File: config.mk
export PLATFORM = sky130hd
export DESIGN_NAME = sega_pad_emu
export DESIGN_NICKNAME = d
export VERILOG_FILES = /design/src/rtl/sega_pad_pkg.sv /design/src/rtl/sega_pad_emu_sel_sync_edge.sv /design/src/rtl/sega_pad_emu.sv
export SDC_FILE = /design/constraint.sdc
export NUM_CORES = 1
export LEC_CHECK = 0
export CAP_MARGIN = 5
export CORE_UTILIZATION = 55
export CTS_CLUSTER_DIAMETER = 50
export CTS_CLUSTER_SIZE = 8
export DETAILED_ROUTE_END_ITERATION = 6
export PLACE_DENSITY = 0.83
export SYNTH_ARGS = -nofsm -noshare
export SYNTH_HDL_FRONTEND = slang
export SYNTH_SLANG_ARGS = --single-unit
export TNS_END_PERCENT = 20
File: constraint.sdc
create_clock -name clk14 -period 6.21 [get_ports clk14]
set_input_delay 1.242 -clock clk14 [delete_from_list [all_inputs] [get_ports clk14]]
set_output_delay 1.242 -clock clk14 [all_outputs]
set_load 0.02 [all_outputs]
File: src/rtl/sega_pad_pkg.sv
// Shared constants, types and page selection for the Sega Mega Drive pad emulator.
package sega_pad_pkg;

  localparam int BTN_UP    = 0;
  localparam int BTN_DN    = 1;
  localparam int BTN_LT    = 2;
  localparam int BTN_RT    = 3;
  localparam int BTN_B     = 4;
  localparam int BTN_C     = 5;
  localparam int BTN_A     = 6;
  localparam int BTN_START = 7;
  localparam int BTN_Z     = 8;
  localparam int BTN_Y     = 9;
  localparam int BTN_X     = 10;
  localparam int BTN_MODE  = 11;

  localparam int PIN_UP = 0;
  localparam int PIN_DN = 1;
  localparam int PIN_LT = 2;
  localparam int PIN_RT = 3;
  localparam int PIN_BA = 4;
  localparam int PIN_CS = 5;

  localparam int TIMEOUT_CYC_DEF = 21000;

  typedef logic [2:0] phase_t;

  typedef enum logic [2:0] {PG_STD, PG_LOW, PG_ID, PG_EXT, PG_LOW4} page_e;

  // A low SEL with count 0 (e.g. after a timeout with SEL held low) reads as the first low page.
  function automatic page_e page_for(input logic sel_hi, input phase_t cnt);
    page_e pg;
    if (sel_hi) begin
      pg = (cnt == 3'd3) ? PG_EXT : PG_STD;
    end else begin
      case (cnt)
        3'd3:    pg = PG_ID;
        3'd4:    pg = PG_LOW4;
        default: pg = PG_LOW;
      endcase
    end
    return pg;
  endfunction

endpackage

File: src/rtl/sega_pad_emu_sel_sync_edge.sv
// Two-flop synchroniser for the asynchronous SEL line plus single-cycle rise/fall pulses.
module sel_sync_edge (
  input  logic clk14,
  input  logic reset,
  input  logic sel_in,
  output logic sel_s,
  output logic sel_rise,
  output logic sel_fall
);

  logic meta_q, meta_d;
  logic sync_q, sync_d;
  logic prev_q, prev_d;

  always_comb begin
    meta_d = sel_in;
    sync_d = meta_q;
    prev_d = sync_q;
  end

  // NOTE: non-blocking assignments make every flop sample its pre-edge input, so the chain shifts by one stage per clock.
  always_ff @(posedge clk14 or posedge reset) begin
    if (reset) begin
      meta_q <= 1'b1;
      sync_q <= 1'b1;
      prev_q <= 1'b1;
    end else begin
      meta_q <= meta_d;
      sync_q <= sync_d;
      prev_q <= prev_d;
    end
  end

  assign sel_s    = sync_q;
  assign sel_rise = sync_q & ~prev_q;
  assign sel_fall = ~sync_q & prev_q;

endmodule

File: src/rtl/sega_pad_emu.sv
// Sega Mega Drive 3/6-button pad emulator answering host SEL phases on active-low pins.
// Optional autofire on TURBO_MASK buttons when SEGA_PAD_TURBO_EN is defined.
module sega_pad_emu
  import sega_pad_pkg::*;
#(
  parameter int          TIMEOUT_CYC = TIMEOUT_CYC_DEF,
  parameter bit          SIX_BTN     = 1'b1,
  parameter logic [11:0] TURBO_MASK  = 12'h000,
  parameter int          TURBO_HALF  = 143180
) (
  input  logic        clk14,
  input  logic        reset,
  input  logic        sel,
  input  logic [11:0] buttons,
  output logic [5:0]  pad,
  output logic [2:0]  phase
);

  localparam phase_t          CNT_MAX = SIX_BTN ? 3'd4 : 3'd2;
  localparam int              TO_W    = $clog2(TIMEOUT_CYC);
  localparam logic [TO_W-1:0] TO_LAST = TO_W'(TIMEOUT_CYC - 1);

  logic sel_s, sel_rise, sel_fall, sel_edge;

  sel_sync_edge u_sel_sync (
    .clk14    (clk14),
    .reset    (reset),
    .sel_in   (sel),
    .sel_s    (sel_s),
    .sel_rise (sel_rise),
    .sel_fall (sel_fall)
  );

  assign sel_edge = sel_rise | sel_fall;

  logic [11:0] btn;

`ifdef SEGA_PAD_TURBO_EN
  localparam int               DIV_W    = $clog2(TURBO_HALF);
  localparam logic [DIV_W-1:0] DIV_LAST = DIV_W'(TURBO_HALF - 1);

  logic [DIV_W-1:0] div_q, div_d;
  logic             turbo_q, turbo_d;

  always_comb begin
    div_d   = div_q + DIV_W'(1);
    turbo_d = turbo_q;
    if (div_q == DIV_LAST) begin
      div_d   = '0;
      turbo_d = ~turbo_q;
    end
  end

  always_ff @(posedge clk14 or posedge reset) begin
    if (reset) begin
      div_q   <= '0;
      turbo_q <= 1'b0;
    end else begin
      div_q   <= div_d;
      turbo_q <= turbo_d;
    end
  end

  assign btn = buttons & ~(TURBO_MASK & {12{~turbo_q}});
`else
  logic unused_turbo;
  assign unused_turbo = ^{TURBO_MASK, 32'(TURBO_HALF)};
  assign btn = buttons;
`endif

  logic [TO_W-1:0] to_q, to_d;
  phase_t          cnt_q, cnt_d;
  logic [5:0]      pad_q, pad_d;
  page_e           page;

  // NOTE: every always_comb output gets a default first so no path can leave it unassigned and infer a latch.
  always_comb begin
    to_d  = to_q;
    cnt_d = cnt_q;
    if (sel_edge) begin
      to_d = '0;
      if (sel_fall && cnt_q != CNT_MAX) cnt_d = cnt_q + 3'd1;
    end else if (to_q == TO_LAST) begin
      cnt_d = '0;
    end else begin
      to_d = to_q + TO_W'(1);
    end

    // The page follows the updated count so a new phase shows up one register after the synchroniser.
    page  = page_for(sel_s, cnt_d);
    pad_d = '1;
    case (page)
      PG_STD: begin
        pad_d[PIN_UP] = ~btn[BTN_UP];
        pad_d[PIN_DN] = ~btn[BTN_DN];
        pad_d[PIN_LT] = ~btn[BTN_LT];
        pad_d[PIN_RT] = ~btn[BTN_RT];
        pad_d[PIN_BA] = ~btn[BTN_B];
        pad_d[PIN_CS] = ~btn[BTN_C];
      end
      PG_LOW: begin
        pad_d[PIN_UP] = ~btn[BTN_UP];
        pad_d[PIN_DN] = ~btn[BTN_DN];
        pad_d[PIN_LT] = 1'b0;
        pad_d[PIN_RT] = 1'b0;
        pad_d[PIN_BA] = ~btn[BTN_A];
        pad_d[PIN_CS] = ~btn[BTN_START];
      end
      PG_ID: begin
        pad_d[PIN_RT:PIN_UP] = 4'b0000;
        pad_d[PIN_BA]        = ~btn[BTN_A];
        pad_d[PIN_CS]        = ~btn[BTN_START];
      end
      PG_EXT: begin
        pad_d[PIN_UP] = ~btn[BTN_Z];
        pad_d[PIN_DN] = ~btn[BTN_Y];
        pad_d[PIN_LT] = ~btn[BTN_X];
        pad_d[PIN_RT] = ~btn[BTN_MODE];
        pad_d[PIN_BA] = ~btn[BTN_B];
        pad_d[PIN_CS] = ~btn[BTN_C];
      end
      PG_LOW4: begin
        pad_d[PIN_BA] = ~btn[BTN_A];
        pad_d[PIN_CS] = ~btn[BTN_START];
      end
      default: pad_d = '1;
    endcase
  end

  always_ff @(posedge clk14 or posedge reset) begin
    if (reset) begin
      to_q  <= '0;
      cnt_q <= '0;
      pad_q <= 6'h3F;
    end else begin
      to_q  <= to_d;
      cnt_q <= cnt_d;
      pad_q <= pad_d;
    end
  end

  assign pad   = pad_q;
  assign phase = cnt_q;

endmodule
### After elaboration in Yosys (flattened, before gate mapping)

Cells that the tools add are included.

* input bits: 15
* register bits after elaboration: 27
* logic and storage cells: 48

* bitwise operators: 17
* reduce and logical (&&, ||, !) cells: 4
* add/sub/neg operators: 2
* equal/unequal tests: 9
* multiplexer cells: 10

Operators by type and width (number)
* $mux W15: 2
* $pmux W4 S4: 1
* $add A15 B1 Y15 const B: 1
* $eq A15 B15 Y1 const B: 1
* $not A1 Y1: 14
* $mux W3: 4
* $eq A3 B2 Y1 const B: 3
* $eq A3 B3 Y1 const B: 2
* $pmux W3 S2: 1
* $pmux W2 S2: 1
* $add A3 B1 Y3 const B: 1
* $eq A3 B1 Y1 const B: 1
* $logic_not A3 Y1: 1
* $ne A3 B3 Y1 const B: 1
* $reduce_or A3 Y1: 1
* $and A1 B1 Y1: 2
* $mux W2: 1
* $ne A2 B2 Y1 const B: 1
* $reduce_or A2 Y1: 1
* $logic_and A1 B1 Y1: 1
* $or A1 B1 Y1: 1

### Longest topological paths before layout

* word-level depth: 11
* mapped depth: 8
* gate-level depth less buffers: 7

### Hierarchy

A second synthesis with hierarchy kept.

* cells, all modules: 129
* area total of the unflattened synthesis: 1367.6 um2

Modules (own cells, without submodules)
* sega_pad_emu: times used 1, cells an instance 123, seq. area each 608.1 um2, area an instance 1270.0 um2
* sel_sync_edge: times used 1, cells an instance 6, seq. area each 78.8 um2, area an instance 97.6 um2

### Worst setup path after synthesis

OpenSTA, ideal clock, no wires.

* path kind: reg-to-reg
* start: register u_sel_sync.sync_q, in the netlist u_sel_sync.sel_s
* end: register pad_q[2], in the netlist pad[2]
* arrival time: 2.385 ns
* required time: 6.131 ns
* library setup time: 0.079 ns
* setup slack: 3.746 ns
* buffers on the path: 0
* clock period less this slack: 2.464 ns
* stages on the path, launching flop included: 8
* cells stage by stage: dfstp_2 inv_1 ha_1 nor4bb_1 mux2i_1 a211oi_1 mux2_2 o21ai_0

* word-level cells in the longest chain between the ends: 10
* elaborated cells between the ends (all ways): 17

Ends and longest elaborated chain
* start: declaration: line sega_pad_emu_sel_sync_edge.sv:12 `logic sync_q, sync_d;`
* start signal: assignment: line sega_pad_emu_sel_sync_edge.sv:29 `sync_q <= sync_d;`
* $not A1 Y1: line sega_pad_emu_sel_sync_edge.sv:36 `assign sel_fall = ~sync_q & prev_q;`
* $and A1 B1 Y1: line sega_pad_emu_sel_sync_edge.sv:36
* $logic_and A1 B1 Y1: line sega_pad_emu.sv:82 `if (sel_fall && cnt_q != CNT_MAX) cnt_d = cnt_q + 3'd1;`
* $mux W3: line sega_pad_emu.sv:82
* $mux W3: line sega_pad_emu.sv:80 `if (sel_edge) begin`
* $eq A3 B3 Y1 or $eq A3 B2 Y1 (tied branches): line sega_pad_pkg.sv:36, sega_pad_pkg.sv:34
* $pmux W3 S2 or $mux W2 (tied branches): line sega_pad_pkg.sv:36, sega_pad_pkg.sv:34
* $mux W3 (*): line sega_pad_pkg.sv:33 `if (sel_hi) begin`
* $eq A3 B2 Y1, or another cell as far along: line sega_pad_emu.sv:92 `case (page)`
* $pmux W4 S4 (*): line sega_pad_emu.sv:92
* named net pad_d[2]: line sega_pad_emu.sv:73 `logic [5:0] pad_q, pad_d;`
* end signal: assignment: line sega_pad_emu.sv:138 `pad_q <= pad_d;`
* end: declaration: line sega_pad_emu.sv:73

Mark *: on every way through the listed nets, which the timed path passes. The rest lies on a longest branch.
A chain may end at the register's enable or synchronous reset.

### Worst setup path after layout

Same ends and word-level chain as after synthesis.

==> impl_results.md <==
* Psw at 0.164 mW
* Final Worst Setup Slack at 3320 ps
* Clock-pin transition on the worst setup and hold timing paths at 150 ps
* CTS root buffer: clkbuf_4
* Fill cell total of the finished layout at 185
* FF/Latch Area at 687 um^2
* CP endpoint kind: flop
* Global-route wire length before repair at 4820 um
* Cells after Synth at 129
* WL per Instance at 15.2 um
* Final core occ at 72.0%
* Peak supply drop at 202 uV
* Final Skew at 8.44 ps
* Max-slew violation count at 0
* CP max stage delay at 630 ps
* Worst Setup Start Kind: flop
* Combinational share of power at 36.2%
* CP required at 6480 ps
* Top delay family on crit path: compound AO/OA/AOI/OAI gates
* Synth Warn # at 0
* CTS buffer count at 3
* Post-DP HPWL at 1970 um
* Final ANT Viol Nets at 0
* Vias in the first global route at 1087
* DIE AREA at 2720 um^2
* Fin crit share at 46.5%
* Met3 Use GR at 3.80%
* Met1 GRT Util at 28.8%
* Post-synthesis sequential area ratio at 49.6%
* Via density at 5.68
* Grt total ovfl at 0
* Pwr Density at 288 nW/um^2
* Initial core utilization at 60.2%
* Sw Ratio at 34.5%
* M2 GR Usage at 44.0%
* Max-cap violations at 0
* Hold Fails Final Rpt at 0
* Area delta synth->final at 19.5%
* Syn Nets at 148
* Pwr Total at 0.477 mW
* Clk pwr share at 16.4%
* Clock Path Buffers at 2
* Int Power at 0.313 mW
* Fmax at 346 MHz
* Core Rows at 17
* Multi-input logic area at 656 um^2
* Setup slack at placement at 3460 ps
* CP bufs+invs at 1
* Largest fanout on the critical path at 6
* GRT busiest layer: met2
* Mapped cell area at 1380 um^2
* Number of DRC markers in iteration 0 at 11
* # resized after CTS at 0
* Worst-margin pin slew at 996 ps
* Gr usage total at 25.0%
* # clock sinks at 27
* Die height at 52.2 um
* Setup_tns at 0 ps
* Worst hold slack at 369 ps
* Postcts setup bufs at 0
* Leakage power at 0.728 nW
* Synthesized flop and latch total at 27
* RSZ-0062 raised after global routing: no
* Flop pwr share at 47.4%
* Routed via count at 1022
* Top cells by area, synth: dfrtp_1, dfstp_2, xor2_1
* Critical Path, Cell by Cell: inv_1 > ha_1 > nor4bb_1 > mux2i_1 > a211oi_1 > mux2_2 > o21ai_0
* Initial antenna violation count at 0
* Port Buf Inserts at 23
* I/O Pins at 24
* Drt pass-1 iters at 4
* # H-tree levels at 1
* Die width at 52.2 um
* Arrival @ worst endpoint at 3160 ps
* Layout Nets at 172
* Hold Crit Class: flop to flop
* Final setup vio count at 0
* Pin count of the biggest net entering global routing at 28
* CORE AREA at 2300 um^2
* Total wire length at 2740 um
* Min Clock Period, post-route at 2890 ps
* Max_slew headroom at 33.5%
* RePlAce Congestion at 0.875
* Clk Latency, worst-skew pair at 340 ps
* Distinct cells, synth at 33
* Avg Inst Size Synth at 10.7 um^2
* CTS tree: done
* Critical Setup Path Class: flop to flop
* Fraction of layout cells with a size suffix above 1 at 13.2%
* CTS Hold Bufs at 0
* Worst path slowest cell: dfstp_2
* Number of diodes at 0
* Synth area leader: dfrtp_1
* DRC viols at 0
* Top-area cell type share of the netlist area at 32.5%
* Status: finished clean
-- layer usage --
layer	vias up	wire length (um)
li1	497	-
met1	499	1220
met2	17	1380
met3	9	58
met4	0	85
met5	-	0
-- layout by cell type, fill, tap and decap left out, drive strengths merged, types with 2 or more instances in the layout --
cell type / netlist / final
nand4: 3 / 3
and4: 2 / 2
clkbuf: 3 / 3
and3: 4 / 4
mux2i: 4 / 4
dfstp: 9 / 9
nand3: 10 / 10
nand2: 5 / 5
xor2: 13 / 13
nor2: 20 / 20
inv: 5 / 5
dfrtp: 18 / 18
ha: 4 / 4
or4b: 3 / 3
o21ai: 3 / 3
o211ai: 2 / 2
clkdlybuf4s50: 0 / 23
xnor2: 2 / 2
and2: 2 / 2
nand3b: 3 / 3
mux2: 3 / 3
-- through the flow --
step,cell area (um^2),std cells
2_1_floorplan,1380,129
3_3_place_gp,1630,176
5_1_grt,1650,180
3_5_place_dp,1630,176
4_1_cts,1650,180
6_report,1650,180
-- power groups by stage --
stage	sequential (mW)	clock (mW)	combinational, mW
3_3_place_gp	0.227	0	0.166
3_5_place_dp	0.230	0	0.171
2_1_floorplan	0.251	0	0.0812
6_report	0.226	0.0782	0.173
5_1_grt	0.230	0.0869	0.189
4_1_cts	0.227	0.0787	0.173
-- worst paths after layout --
path / endpoint / slack, ps / startpoint / depth (start not counted)
max: pad[2]$_DFF_PP1_ / 3320 / u_sel_sync.sel_s$_DFF_PP1_ / 7
min: u_sel_sync.sel_s$_DFF_PP1_ / 370 / u_sel_sync.meta_q$_DFF_PP1_ / 0
max reg2reg: pad[2]$_DFF_PP1_ / 3320 / u_sel_sync.sel_s$_DFF_PP1_ / 7
min reg2reg: u_sel_sync.sel_s$_DFF_PP1_ / 370 / u_sel_sync.meta_q$_DFF_PP1_ / 0
max in group asynchronous: to_q[6]$_DFFE_PP0P_ / 4180 / reset / 2
min in group asynchronous: phase[2]$_DFF_PP0_ / 1420 / reset / 2
-- worst register-to-register path, stage by stage (launching register included) --
cell      delay [ps]
dfstp_2          630
inv_1            110
ha_1             360
nor4bb_1         390
mux2i_1          130
a211oi_1         620
mux2_2           400
o21ai_0          170
-- synthesized netlist by cell type (all sizes together) --
cell,n
a211o,1
a211oi,1
a21oi,1
and2,2
and3,4
and4,2
buf,1
clkbuf,3
dfrtp,18
dfstp,9
ha,4
inv,5
mux2,3
mux2i,4
nand2,5
nand2b,1
nand3,10
nand3b,3
nand4,3
nand4b,1
nor2,20
nor2b,1
nor4,1
nor4bb,1
o2111ai,1
o211ai,2
o21ai,3
or3b,1
or4b,3
xnor2,2
xor2,13
-- flip-flops by register name, indices dropped and copies added, names as in the netlist --
name	flops
u_sel_sync.prev_q	1
to_q	15
u_sel_sync.sel_s	1
phase	3
u_sel_sync.meta_q	1
pad	6
-- area by class of cell --
type | instances | share of cell area [%]
Inverter | 5 | 1.13
Clock inverter | 1 | 0.303
Clock buffer | 3 | 1.36
Sequential cell | 27 | 41.5
Multi-Input combinational cell | 93 | 39.6
Tap cell | 28 | 2.12
Timing Repair Buffer | 23 | 13.9
-- cell families after synthesis --
family	synth area share (%)
adders and majority gates	3.62
AOI/OAI and AO/OA	4.79
xor gates and xnor gates	9.49
buffers and inverters	2.98
DFF	49.6
and+or+nand+nor	24.1
muxes	5.33
(Power assumes the default switching activity.)
